## config.mk

```make
export PLATFORM = sky130hd
export DESIGN_NAME = des_key_sched
export DESIGN_NICKNAME = d
export VERILOG_FILES = /design/src/rtl/des_pkg.sv /design/src/rtl/des_pc2.sv /design/src/rtl/des_key_sched.sv
export SDC_FILE = /design/constraint.sdc
export NUM_CORES = 1
export LEC_CHECK = 0
export ABC_CLOCK_PERIOD_IN_PS = 3900
export CAP_MARGIN = 30
export CORE_ASPECT_RATIO = 1.1
export CORE_UTILIZATION = 50
export DETAILED_ROUTE_END_ITERATION = 8
export PLACE_DENSITY = 0.78
export SLEW_MARGIN = 10
export SYNTH_ARGS = -nofsm -noshare
export SYNTH_HDL_FRONTEND = slang
export SYNTH_HIERARCHICAL = 1
export SYNTH_SLANG_ARGS = --single-unit
```

## constraint.sdc

```tcl
create_clock -name clk -period 3.9 [get_ports clk]
set_input_delay 0.585 -clock clk [delete_from_list [all_inputs] [get_ports clk]]
set_output_delay 0.585 -clock clk [all_outputs]
set_load 0.05 [all_outputs]
```

## src/rtl/des_pkg.sv

```systemverilog
// DES key schedule shared tables, state encoding and helpers.
// Bit n in DES notation is the MSB-first position n of each vector.
package des_pkg;

  typedef enum logic [1:0] {
    IDLE,
    GEN,
    FIN
  } state_t;

  localparam int PC1 [56] = '{
    57, 49, 41, 33, 25, 17,  9,  1, 58, 50, 42, 34, 26, 18,
    10,  2, 59, 51, 43, 35, 27, 19, 11,  3, 60, 52, 44, 36,
    63, 55, 47, 39, 31, 23, 15,  7, 62, 54, 46, 38, 30, 22,
    14,  6, 61, 53, 45, 37, 29, 21, 13,  5, 28, 20, 12,  4
  };

  localparam int PC2 [48] = '{
    14, 17, 11, 24,  1,  5,  3, 28, 15,  6, 21, 10,
    23, 19, 12,  4, 26,  8, 16,  7, 27, 20, 13,  2,
    41, 52, 31, 37, 47, 55, 30, 40, 51, 45, 33, 48,
    44, 49, 39, 56, 34, 53, 46, 42, 50, 36, 29, 32
  };

  localparam logic [1:0] SHIFTS [16] = '{
    2'd1, 2'd1, 2'd2, 2'd2, 2'd2, 2'd2, 2'd2, 2'd2,
    2'd1, 2'd2, 2'd2, 2'd2, 2'd2, 2'd2, 2'd2, 2'd1
  };

  function automatic logic [55:0] pc1(input logic [63:0] k);
    logic [55:0] r;
    r = '0;
    for (int i = 0; i < 56; i++) r[55-i] = k[64-PC1[i]];
    return r;
  endfunction

  // Decrypt walks the encrypt shifts backwards; round 0 uses C0/D0 as is.
  function automatic logic [1:0] shift_amt(
    input logic       dec,
    input logic [3:0] idx
  );
    if (!dec) return SHIFTS[idx];
    if (idx == 4'd0) return 2'd0;
    return SHIFTS[4'd0 - idx];
  endfunction

  function automatic logic [27:0] rot28(
    input logic [27:0] x,
    input logic [1:0]  n,
    input logic        right
  );
    if (right) begin
      if (n == 2'd2) return {x[1:0], x[27:2]};
      if (n == 2'd1) return {x[0], x[27:1]};
    end else begin
      if (n == 2'd2) return {x[25:0], x[27:26]};
      if (n == 2'd1) return {x[26:0], x[27]};
    end
    return x;
  endfunction

endpackage

```

## src/rtl/des_pc2.sv

```systemverilog
// DES permuted choice 2: 56-bit C||D to 48-bit round key.
// Purely combinational.
module des_pc2
  import des_pkg::*;
(
  input  logic [55:0] cd,
  output logic [47:0] key
);

  always_comb begin
    key = '0;
    for (int i = 0; i < 48; i++) key[47-i] = cd[56-PC2[i]];
  end

  // C/D bits 9,18,22,25,35,38,43,54 are dropped by PC-2.
  logic unused_cd;
  assign unused_cd = ^{cd[47], cd[38], cd[34], cd[31],
                       cd[21], cd[18], cd[13], cd[2]};

endmodule

```

## src/rtl/des_key_sched.sv

```systemverilog
// DES round-key generator with valid/ready key stream, encrypt/decrypt order.
// Optional key byte parity check: define DES_KEY_PARITY_CHK_EN.
module des_key_sched
  import des_pkg::*;
(
  input  logic        clk,
  input  logic        rst,
  input  logic [63:0] key_in,
  input  logic        start,
  input  logic        decrypt,
  output logic        ready,
  output logic [47:0] key_dat,
  output logic        key_valid,
  input  logic        key_ready,
  output logic [3:0]  key_round,
  output logic        done,
  output logic        parity_err
);

  state_t      state;
  logic [27:0] c, d;
  logic [27:0] c_nxt, d_nxt;
  logic        dec;
  logic        first;
  logic [3:0]  idx_nxt;
  logic [1:0]  amt;
  logic [47:0] k_nxt;
  logic [55:0] cd0;

  assign cd0     = pc1(key_in);
  assign idx_nxt = first ? 4'd0 : key_round + 4'd1;
  assign amt     = shift_amt(dec, idx_nxt);
  assign c_nxt   = rot28(c, amt, dec);
  assign d_nxt   = rot28(d, amt, dec);

  des_pc2 u_pc2 (
    .cd  ({c_nxt, d_nxt}),
    .key (k_nxt)
  );

  always_ff @(posedge clk or posedge rst) begin
    if (rst) begin
      state     <= IDLE;
      ready     <= 1'b1;
      key_valid <= 1'b0;
      done      <= 1'b0;
      key_round <= 4'd0;
      key_dat   <= '0;
      c         <= '0;
      d         <= '0;
      dec       <= 1'b0;
      first     <= 1'b0;
    end else begin
      unique case (state)
        IDLE: begin
          if (start) begin
            c     <= cd0[55:28];
            d     <= cd0[27:0];
            dec   <= decrypt;
            first <= 1'b1;
            ready <= 1'b0;
            state <= GEN;
          end
        end
        GEN: begin
          // First GEN cycle loads round 0; afterwards advance per handshake.
          if (first) begin
            c         <= c_nxt;
            d         <= d_nxt;
            key_dat   <= k_nxt;
            key_round <= 4'd0;
            key_valid <= 1'b1;
            first     <= 1'b0;
          end else if (key_ready) begin
            if (key_round == 4'd15) begin
              key_valid <= 1'b0;
              done      <= 1'b1;
              state     <= FIN;
            end else begin
              c         <= c_nxt;
              d         <= d_nxt;
              key_dat   <= k_nxt;
              key_round <= idx_nxt;
            end
          end
        end
        FIN: begin
          done  <= 1'b0;
          ready <= 1'b1;
          state <= IDLE;
        end
        default: state <= IDLE;
      endcase
    end
  end

`ifdef DES_KEY_PARITY_CHK_EN
  logic [7:0] byte_odd;

  always_comb begin
    byte_odd = '0;
    for (int b = 0; b < 8; b++) byte_odd[b] = ^key_in[8*b +: 8];
  end

  always_ff @(posedge clk or posedge rst) begin
    if (rst) parity_err <= 1'b0;
    else if (state == IDLE && start) parity_err <= ~&byte_odd;
  end
`else
  assign parity_err = 1'b0;

  // Parity bits are discarded by PC-1 when the check is absent.
  logic unused_par;
  assign unused_par = ^{key_in[56], key_in[48], key_in[40], key_in[32],
                        key_in[24], key_in[16], key_in[8], key_in[0]};
`endif

endmodule

```

Yosys cells after proc, flatten, opt, wreduce, memory -nomap -nowiden

Memories as Yosys holds them, arrays and structs flattened.
Cells that the tools add are included.

Input port bits: 69
Output and inout bits: 56
Memory bits (read-only): 64
Memories: 2
Flip-flop bits (word level): 115

Memories:

| memory          | words | width | read ports | clocked after memory_dff | write ports | RTL line      | source |
|---|---|---|---|---|---|---|---|
| (no name shown) | 16    | 2     | 1          | 0                        | 0           | des_pkg.sv:44 | `return SHIFTS[4'd0 - idx];` |
| (no name shown) | 16    | 2     | 1          | 0                        | 0           | des_pkg.sv:42 | `if (!dec) return SHIFTS[idx];` |

Bitwise operators: 2
Muxes and demuxes: 66
Reductions and logical operators: 15
$add $sub $neg: 2
$lt $le $gt $ge: 2
Eq/ne operators: 12

Operators with widths:

| cell                                                                   | count |
|---|---|
| 28-bit 2-to-1 mux                                                      | 24 |
| 48-bit 2-to-1 mux                                                      | 3 |
| 28-bit case mux with 2 select lines                                    | 2 |
| 2-bit 2-to-1 mux                                                       | 12 |
| 1-bit 2-to-1 mux                                                       | 17 |
| 4-bit 2-to-1 mux                                                       | 4 |
| 4-bit AND reduction                                                    | 3 |
| 5-bit >= comparator (second input constant)                            | 2 |
| 2-bit inequality test (second input constant)                          | 5 |
| 4-bit NOT with 5-bit output                                            | 2 |
| 2-bit nonzero test                                                     | 5 |
| 3-bit inequality test (second input constant)                          | 2 |
| 1-bit case mux with 2 select lines                                     | 3 |
| 2-bit AND reduction                                                    | 3 |
| 3-bit AND reduction                                                    | 2 |
| 4-bit by 1-bit adder with 4-bit output (second input constant)         | 1 |
| 2-bit by 1-bit equality test with 1-bit output (second input constant) | 2 |
| 2-bit equality test (second input constant)                            | 2 |
| 4-bit equality test (second input constant)                            | 1 |
| 4-bit zero test                                                        | 1 |
| 2-bit case mux with 2 select lines                                     | 1 |
| 1-bit by 4-bit subtractor with 4-bit output (first input constant)     | 1 |
| 2-bit zero test                                                        | 1 |

Longest topological paths before layout

Gate-level depths: netlist of run 1.

Depth after elaboration: 20
Gate-level depth with buffers: 18
Gate-level depth less buffers: 14

Hierarchy

The synthesis of run 1 kept the hierarchy.

Modules (own cells, without submodules):

| module        | instances | cells each | area an instance (µm²) |
|---|---|---|---|
| des_key_sched | 1         | 845        | 7753.7 |
| des_pc2       | 1         | 48         | 360.3 |

Least setup slack after synthesis of run 1

OpenSTA, ideal clock, no wires.

Kind: reg2reg
From: register key_round[0]
To: register key_dat[24]
Data required time: 3.775 ns
Cell stages (with the launch flop): 15
Buffers on the path: 4
Arrival time: 3.950 ns
Slack: -0.175 ns
Cell sequence: dfrtp_1 > ha_1 > nor2b_1 > inv_1 > ha_1 > o21ai_0 > o21ai_0 > o32a_1 > ha_1 > clkbuf_1 > clkbuf_1 > clkbuf_1 > mux2_2 > buf_4 > mux2_2

Cells in the longest elaborated chain, start to end: 19

Ends and longest elaborated chain:

| element                                                                                             | RTL line                     | source |
|---|---|---|
| from (decl)                                                                                         | des_key_sched.sv:15          | `output logic [3:0] key_round,` |
| from (signal assigned)                                                                              | des_key_sched.sv:83          | `key_round <= idx_nxt;` |
| 4-bit by 1-bit adder with 4-bit output (*)                                                          | des_key_sched.sv:31          | `assign idx_nxt = first ? 4'd0 : key_round + 4'd1;` |
| 4-bit 2-to-1 mux (*)                                                                                | des_key_sched.sv:31          |  |
| parallel branches: the longest is 7 deep, another holds 1-bit by 4-bit subtractor with 4-bit output | --                           |  |
| 2-bit 2-to-1 mux (*)                                                                                | des_pkg.sv:43                | `if (idx == 4'd0) return 2'd0;` |
| 2-bit equality test                                                                                 | des_pkg.sv:53, des_pkg.sv:56 |  |
| 1-bit 2-to-1 mux                                                                                    | des_pkg.sv:53, des_pkg.sv:56 |  |
| 1-bit 2-to-1 mux                                                                                    | des_pkg.sv:52                | `if (right) begin` |
| 28-bit 2-to-1 mux, or another cell as far along                                                     | des_pkg.sv:57                | `if (n == 2'd1) return {x[26:0], x[27]};` |
| 28-bit 2-to-1 mux or 1-bit 2-to-1 mux (tied branches)                                               | des_pkg.sv:52                |  |
| 28-bit 2-to-1 mux (*)                                                                               | des_pkg.sv:59                | `return x;` |
| named net c_nxt[26]                                                                                 | des_key_sched.sv:22          | `logic [27:0] c_nxt, d_nxt;` |
| 48-bit 2-to-1 mux                                                                                   | des_key_sched.sv:75          | `if (key_round == 4'd15) begin` |
| 48-bit 2-to-1 mux                                                                                   | des_key_sched.sv:74          | `end else if (key_ready) begin` |
| 48-bit 2-to-1 mux (*)                                                                               | des_key_sched.sv:67          | `if (first) begin` |
| to (signal assigned)                                                                                | des_key_sched.sv:70          | `key_dat <= k_nxt;` |
| to (signal assigned)                                                                                | des_key_sched.sv:82          | `key_dat <= k_nxt;` |
| to (decl)                                                                                           | des_key_sched.sv:12          | `output logic [47:0] key_dat,` |

Mark *: on every way through the listed nets, which the timed path passes. The select of a mux whose other input is x is not followed.
A chain may end at the register's enable or synchronous reset.

Final worst setup path of run 1

From: register key_round[0]
To: register key_dat[40]

Same word-level chain as after synthesis.

==> reports/metrics.yaml, run 1 <==
ctsHoldBuffers: 0
cts_buffer_depth: 2
crit_required_ns: 4.22
post-route-min-period_ns: 3.705
io_buffers: 115
status: "finished clean"
dpl.hpwl_um: 13320
die_y_um: 135.4
clk_pin_slew_ns: 0.06
maxSlewViolCount: 0
synth_warnings: 6
crit_family: "compound AO/OA/AOI/OAI gates"
io_pins: 125
dp.cells: 1099
antenna_found_initial: 0
cts_tree: "built"
rows: 48
finalSetupViolCount: 0
coreArea_um2: 15740
avgViaCountPerCell: 6.205
dieArea_um2: 16700
drc: 0
grt_max_degree: 62
final.fill_count: 1330
grt_pass1_vias: 6907
cp_data_arrival_time_ns: 4.02
cpPeakStageDelay_ns: 0.45
grt_usage_pct: 26.84
nets: 1001
area_growth_pct: 20.06
finClkSkew_ns: 0.01007
utilization_pct: 61.74
cpMaxStageDelayCell: "dfrtp_2"
worstPathCellList: "ha_1, nor2b_1, inv_1, ha_1, o21ai_1, a211oi_1, a311oi_2, o22a_1, ha_2, buf_6, and3b_1, a211oi_1, o31ai_2, mux2_2"
grt_pass1_wl_um: 34910
min_path_type: "register to register"
clk_latency_ns: 0.43
wire_per_inst_um: 19.11
post_dp_cell_area_um2: 8990
fin_crit_sh_pct: 94.99
start_util_pct: 51.42
h-tree-depth: 4
path_class: "register to register"
endpoint_kind: "register"
setup.worst_path.start_class: "register"
syn-cell-area_um2: 8092
die_w_um: 123.3
initialDrtViolationCount: 629
routed_wl_um: 21730
cts-root-buf: "clkbuf_16"
drt_pass1_iterations: 4
drv_cap: 0
worst_slew_pin_slew_ns: 0.8037
cts_buffers: 17
antenna_left: 0
postLayoutCellArea_um2: 9714
synth_fp_nets: 968
vias: 7055
antenna_cells: 0
cts.sinks: 115
drive_gt1_share_pct: 17.08
postSynthAreaPerCell_um2: 9.081
post_synth_inst_count: 891
hold_viol_final: 0
gp_congestion: 0.7877
layoutNonFillerInstCount: 1137
relSlewSlack_pct: 46.42
fmax_mhz: 269.9
path_buf_inv: 2
path_max_fanout: 49
grt_remaining_overflow: 0
[worst reg2reg max path, delay by kind of cell (launching register included)]
| family | cells | cell delay, ns |
|---|---|---|
| AO/OA/AOI/OAI | 6 | 1.28 |
| adder cells (fa/ha/maj) | 3 | 0.80 |
| buffers and inverters | 2 | 0.38 |
| flip-flops | 1 | 0.45 |
| multiplexers | 1 | 0.28 |
| AND/OR/NAND/NOR | 2 | 0.39 |
[cell usage in the layout (no fill, tap or decap), drive strengths merged, types with 6 or more instances in the layout]
cell type / count
clkdlybuf4s50: 115
dfrtp: 114
o21ai: 106
nand2: 103
a211oi: 88
and3b: 87
mux2: 60
nor2: 48
o31ai: 44
buf: 33
clkbuf: 23
inv: 13
mux2i: 11
o22ai: 11
mux4: 8
a2bb2oi: 8
clkinv: 8
ha: 8
a21oi: 6
[registers in the layout, indices dropped and copies added (netlist names), 2 cells and up]
register	count
key_dat	48
state	2
d	28
c	28
key_round	4
[worst paths after layout]
path | cells after the start | slack (ns) | from | endpoint
worst max-delay path | 14 | 0.20 | key_round[0] | key_dat[40]
worst min-delay path | 2 | 0.48 | ready | ready
worst max register to register | 14 | 0.20 | key_round[0] | key_dat[40]
worst min register to register | 2 | 0.48 | ready | ready
max in group asynchronous | 3 | 2.47 | rst | d[9]
min in group asynchronous | 2 | 0.65 | rst | key_dat[25]
[metal layers]
| layer | wire length [um] | vias up | GRT usage [%] |
|---|---|---|---|
| met5 | 0 | - | 0 |
| met4 | 476 | 0 | 12.05 |
| met3 | 1124 | 36 | 5.177 |
| met2 | 10820 | 255 | 44.17 |
| met1 | 9304 | 3489 | 33.94 |
| li1 | - | 3275 | - |
[layout make-up]
| type | instances | area, um2 | share of cell area [%] |
|---|---|---|---|
| multi-input combinational | 628 | 4506 | 46.38 |
| sequential | 115 | 2883 | 29.68 |
| timing repair buffer | 149 | 1459 | 15.02 |
| clock buffer | 22 | 484.2 | 4.985 |
| tap | 200 | 250.2 | 2.576 |
| clock inverter | 10 | 81.33 | 0.8372 |
| inverter | 13 | 51.30 | 0.5281 |
[timing repair]
action                     in CTS  in global routing
resized for setup               0                 23
setup buffers                   0                  5
setup endpoints to repair       0                101
[through the flow]
| step | setup slack, ns | hold WS (ns) | TNS, ns |
|---|---|---|---|
| 6_report | 0.1955 | 0.4765 | 0 |
| 5_1_grt | -0.06147 | 0.5106 | -0.9921 |
| 4_1_cts | 0.0001337 | 0.4803 | 0 |
| 3_5_place_dp | 0.03519 | 0.4727 | 0 |
| 3_3_place_gp | 0.1817 | 0.4656 | 0 |
| 2_1_floorplan | 0.009514 | 0.4961 | 0 |
Power of run 1 is left out: the tool's default activity adds up to more than one toggle a clock period on the data nets, which glitch-free logic cannot reach.
==> run 2, diff against run 1 <==
- CORE_ASPECT_RATIO: 1.1 -> not set
==> run 2 against run 1 <==
Compared with the run above:
- first-iteration DRC count grew 45%
- via count shrank 1.4%
- critical endpoint is now key_dat[1]
- largest cell class unchanged
- sequential share of layout area shrank 0.16 points
- critical path type unchanged
- count of clock-buffer cells in the layout shrank 1
==> reports/metrics.yaml, run 2 (synthesized netlist as in run 1, its figures left out) <==
status: "finished clean"  # unchanged
routed_wl_um: 21640  # was 21730 um
layoutNonFillerInstCount: 1148  # was 1137
crit_required_ns: 4.21  # was 4.22 ns
largest_reg_flops: 48  # unchanged
start_util_pct: 51.12  # was 51.42%
fin_crit_sh_pct: 98.37  # was 94.99%
cts.sinks: 115  # unchanged
cts_buffers: 17  # unchanged
grt_remaining_overflow: 0  # unchanged
cts_buffer_depth: 2  # unchanged
nets: 996  # was 1001
final_common_cell: "clkdlybuf4s50_1"  # unchanged
clk_pin_slew_ns: 0.05  # was 0.06 ns
gp_congestion: 0.8675  # was 0.7877
cpMaxStageDelayCell: "mux4_2"  # was dfrtp_2
cts_setup_buffers: 0  # unchanged
top_regs: "key_dat (48), c (28), d (28)"  # unchanged
final.fill_count: 1319  # was 1330
fmax_mhz: 260.7  # was 269.9 MHz
most-common-layout-cells: "115 x clkdlybuf4s50_1, 111 x dfrtp_1, 102 x nand2_1, 87 x and3b_1, 87 x a211oi_1"  # was 115 x clkdlybuf4s50_1, 111 x dfrtp_1, 102 x nand2_1, 87 x and3b_1, 86 x a211oi_1
area_growth_pct: 20.71  # was 20.06%
dpl.hpwl_um: 13280  # was 13320 um
hold_ws_ns: 0.3847  # was 0.4765 ns
dieArea_um2: 16700  # about the same
drive_gt1_share_pct: 15.99  # was 17.08%
rows: 46  # was 48
relSlewSlack_pct: 48.53  # was 46.42%
avgViaCountPerCell: 6.062  # was 6.205
setup.worst_path.start_class: "register"  # unchanged
rrSetupSlack_ns: 0.06  # was 0.20 ns
antenna_found_initial: 0  # unchanged
io_pins: 125  # unchanged
grt_usage_pct: 26.80  # was 26.84%
worst_slew_pin_slew_ns: 0.7650  # was 0.8037 ns
finClkSkew_ns: 0.01146  # was 0.01007 ns
grt_pass1_wl_um: 34810  # was 34910 um
worstReg2RegEnd: "key_dat[1]"  # was key_dat[40]
path_max_fanout: 9  # was 49
h-tree-depth: 4  # unchanged
rr_worst_depth: 13  # was 14
finalSetupViolCount: 0  # unchanged
wire_per_inst_um: 18.85  # was 19.11 um
hold_viol_final: 0  # unchanged
dp.cells: 1114  # was 1099
grt_pass1_vias: 6766  # was 6907
io_buffers: 115  # unchanged
initialDrtViolationCount: 914  # was 629
die_w_um: 129.2  # was 123.3 um
grt_max_degree: 67  # was 62
coreArea_um2: 15830  # was 15740 um2
drc: 0  # unchanged
vias: 6959  # was 7055
cts-root-buf: "clkbuf_16"  # unchanged
drt_pass1_iterations: 4  # unchanged
clk_latency_ns: 0.43  # about the same
ctsHoldBuffers: 0  # unchanged
antenna_left: 0  # unchanged
endpoint_kind: "register"  # unchanged
min_path_type: "input port to asynchronous set/reset pin"  # was register to register
cp_data_arrival_time_ns: 4.15  # was 4.02 ns
cpPeakStageDelay_ns: 0.54  # was 0.45 ns
cts_tree: "built"  # unchanged
worstPathCellList: "ha_1, nor2b_4, inv_1, ha_1, o21ai_2, a211oi_1, a311oi_2, o22a_1, ha_2, nand2b_2, mux4_2, mux2_2, mux2_2"  # was ha_1, nor2b_1, inv_1, ha_1, o21ai_1, a211oi_1, a311oi_2, o22a_1, ha_2, buf_6, and3b_1, a211oi_1, o31ai_2, mux2_2
r2r-start: "key_round[0]"  # unchanged
antenna_cells: 0  # unchanged
post-route-min-period_ns: 3.836  # was 3.705 ns
setup_tns_ns: 0  # unchanged
largest_register: "key_dat"  # unchanged
path_class: "register to register"  # unchanged
maxSlewViolCount: 0  # unchanged
drv_cap: 0  # unchanged
die_y_um: 129.2  # was 135.4 um
==> run 2: cell types whose count changed in the layout (fill, tap and decap cells not counted), sizes merged <==
cell    delta
buf        -4
bufinv     +3
clkbuf     -2
clkinv     -2
==> run 2: final cells by class <==
type | instances | area, um2 | share of cell area [%]
multi-input combinational | 628 | 4482 | 45.89
sequential | 115 | 2883 | 29.52
clock inverter | 11 | 157.7 | 1.614
timing repair buffer | 144 | 1463 | 14.98
tap | 216 | 270.3 | 2.767
inverter | 13 | 51.30 | 0.5252
clock buffer | 21 | 460.4 | 4.714
==> run 2: critical path: cells and delay by family, from the launching register on <==
kind | cells | cell delay [ns]
muxes | 3 | 1.07
AOI/OAI and AO/OA | 4 | 0.84
adders and majority gates | 3 | 0.82
DFF | 1 | 0.45
and+or+nand+nor | 2 | 0.45
buffers and inverters | 1 | 0.09
==> run 2: layer usage <==
| metal | global-route usage (%) | part of all wire [%] |
|---|---|---|
| met2 | 44.34 | 49 |
| met4 | 9.619 | 1.8 |
| met3 | 5.533 | 4.7 |
| met1 | 34.77 | 44 |
| met5 | 0 | 0 |
==> run 2: per-stage QoR <==
step	util (%)	cell area (um2)	worst slack, ns
5_1_grt	61.71	9767	-0.08943
6_report	61.71	9767	0.06362
3_5_place_dp	57.11	9040	-0.03087
2_1_floorplan	-	8095	0.009514
4_1_cts	61.07	9666	0.08182
3_3_place_gp	57.11	9040	0.05285
==> run 2: what timing repair did <==
action / in CTS / in global routing
setup endpoints to repair: 5 / 86
gates cloned: 0 / 0
pin swaps: 0 / 2
gates resized for setup: 3 / 10
endpoints found under the hold margin: 0 / 0
==> run 2: how the worst max path moves through the flow <==
stage	startpoint	to	cells after the start
global placement	key_round[0]	key_dat[27]	12
detailed placement	key_round[0]	key_dat[27]	12
finish	key_round[0]	key_dat[1]	13
CTS	key_round[0]	key_dat[1]	13
floorplan	rst	key_round[0]	1
global route	key_round[0]	key_dat[8]	15
Power of run 2 is left out for the same reason.
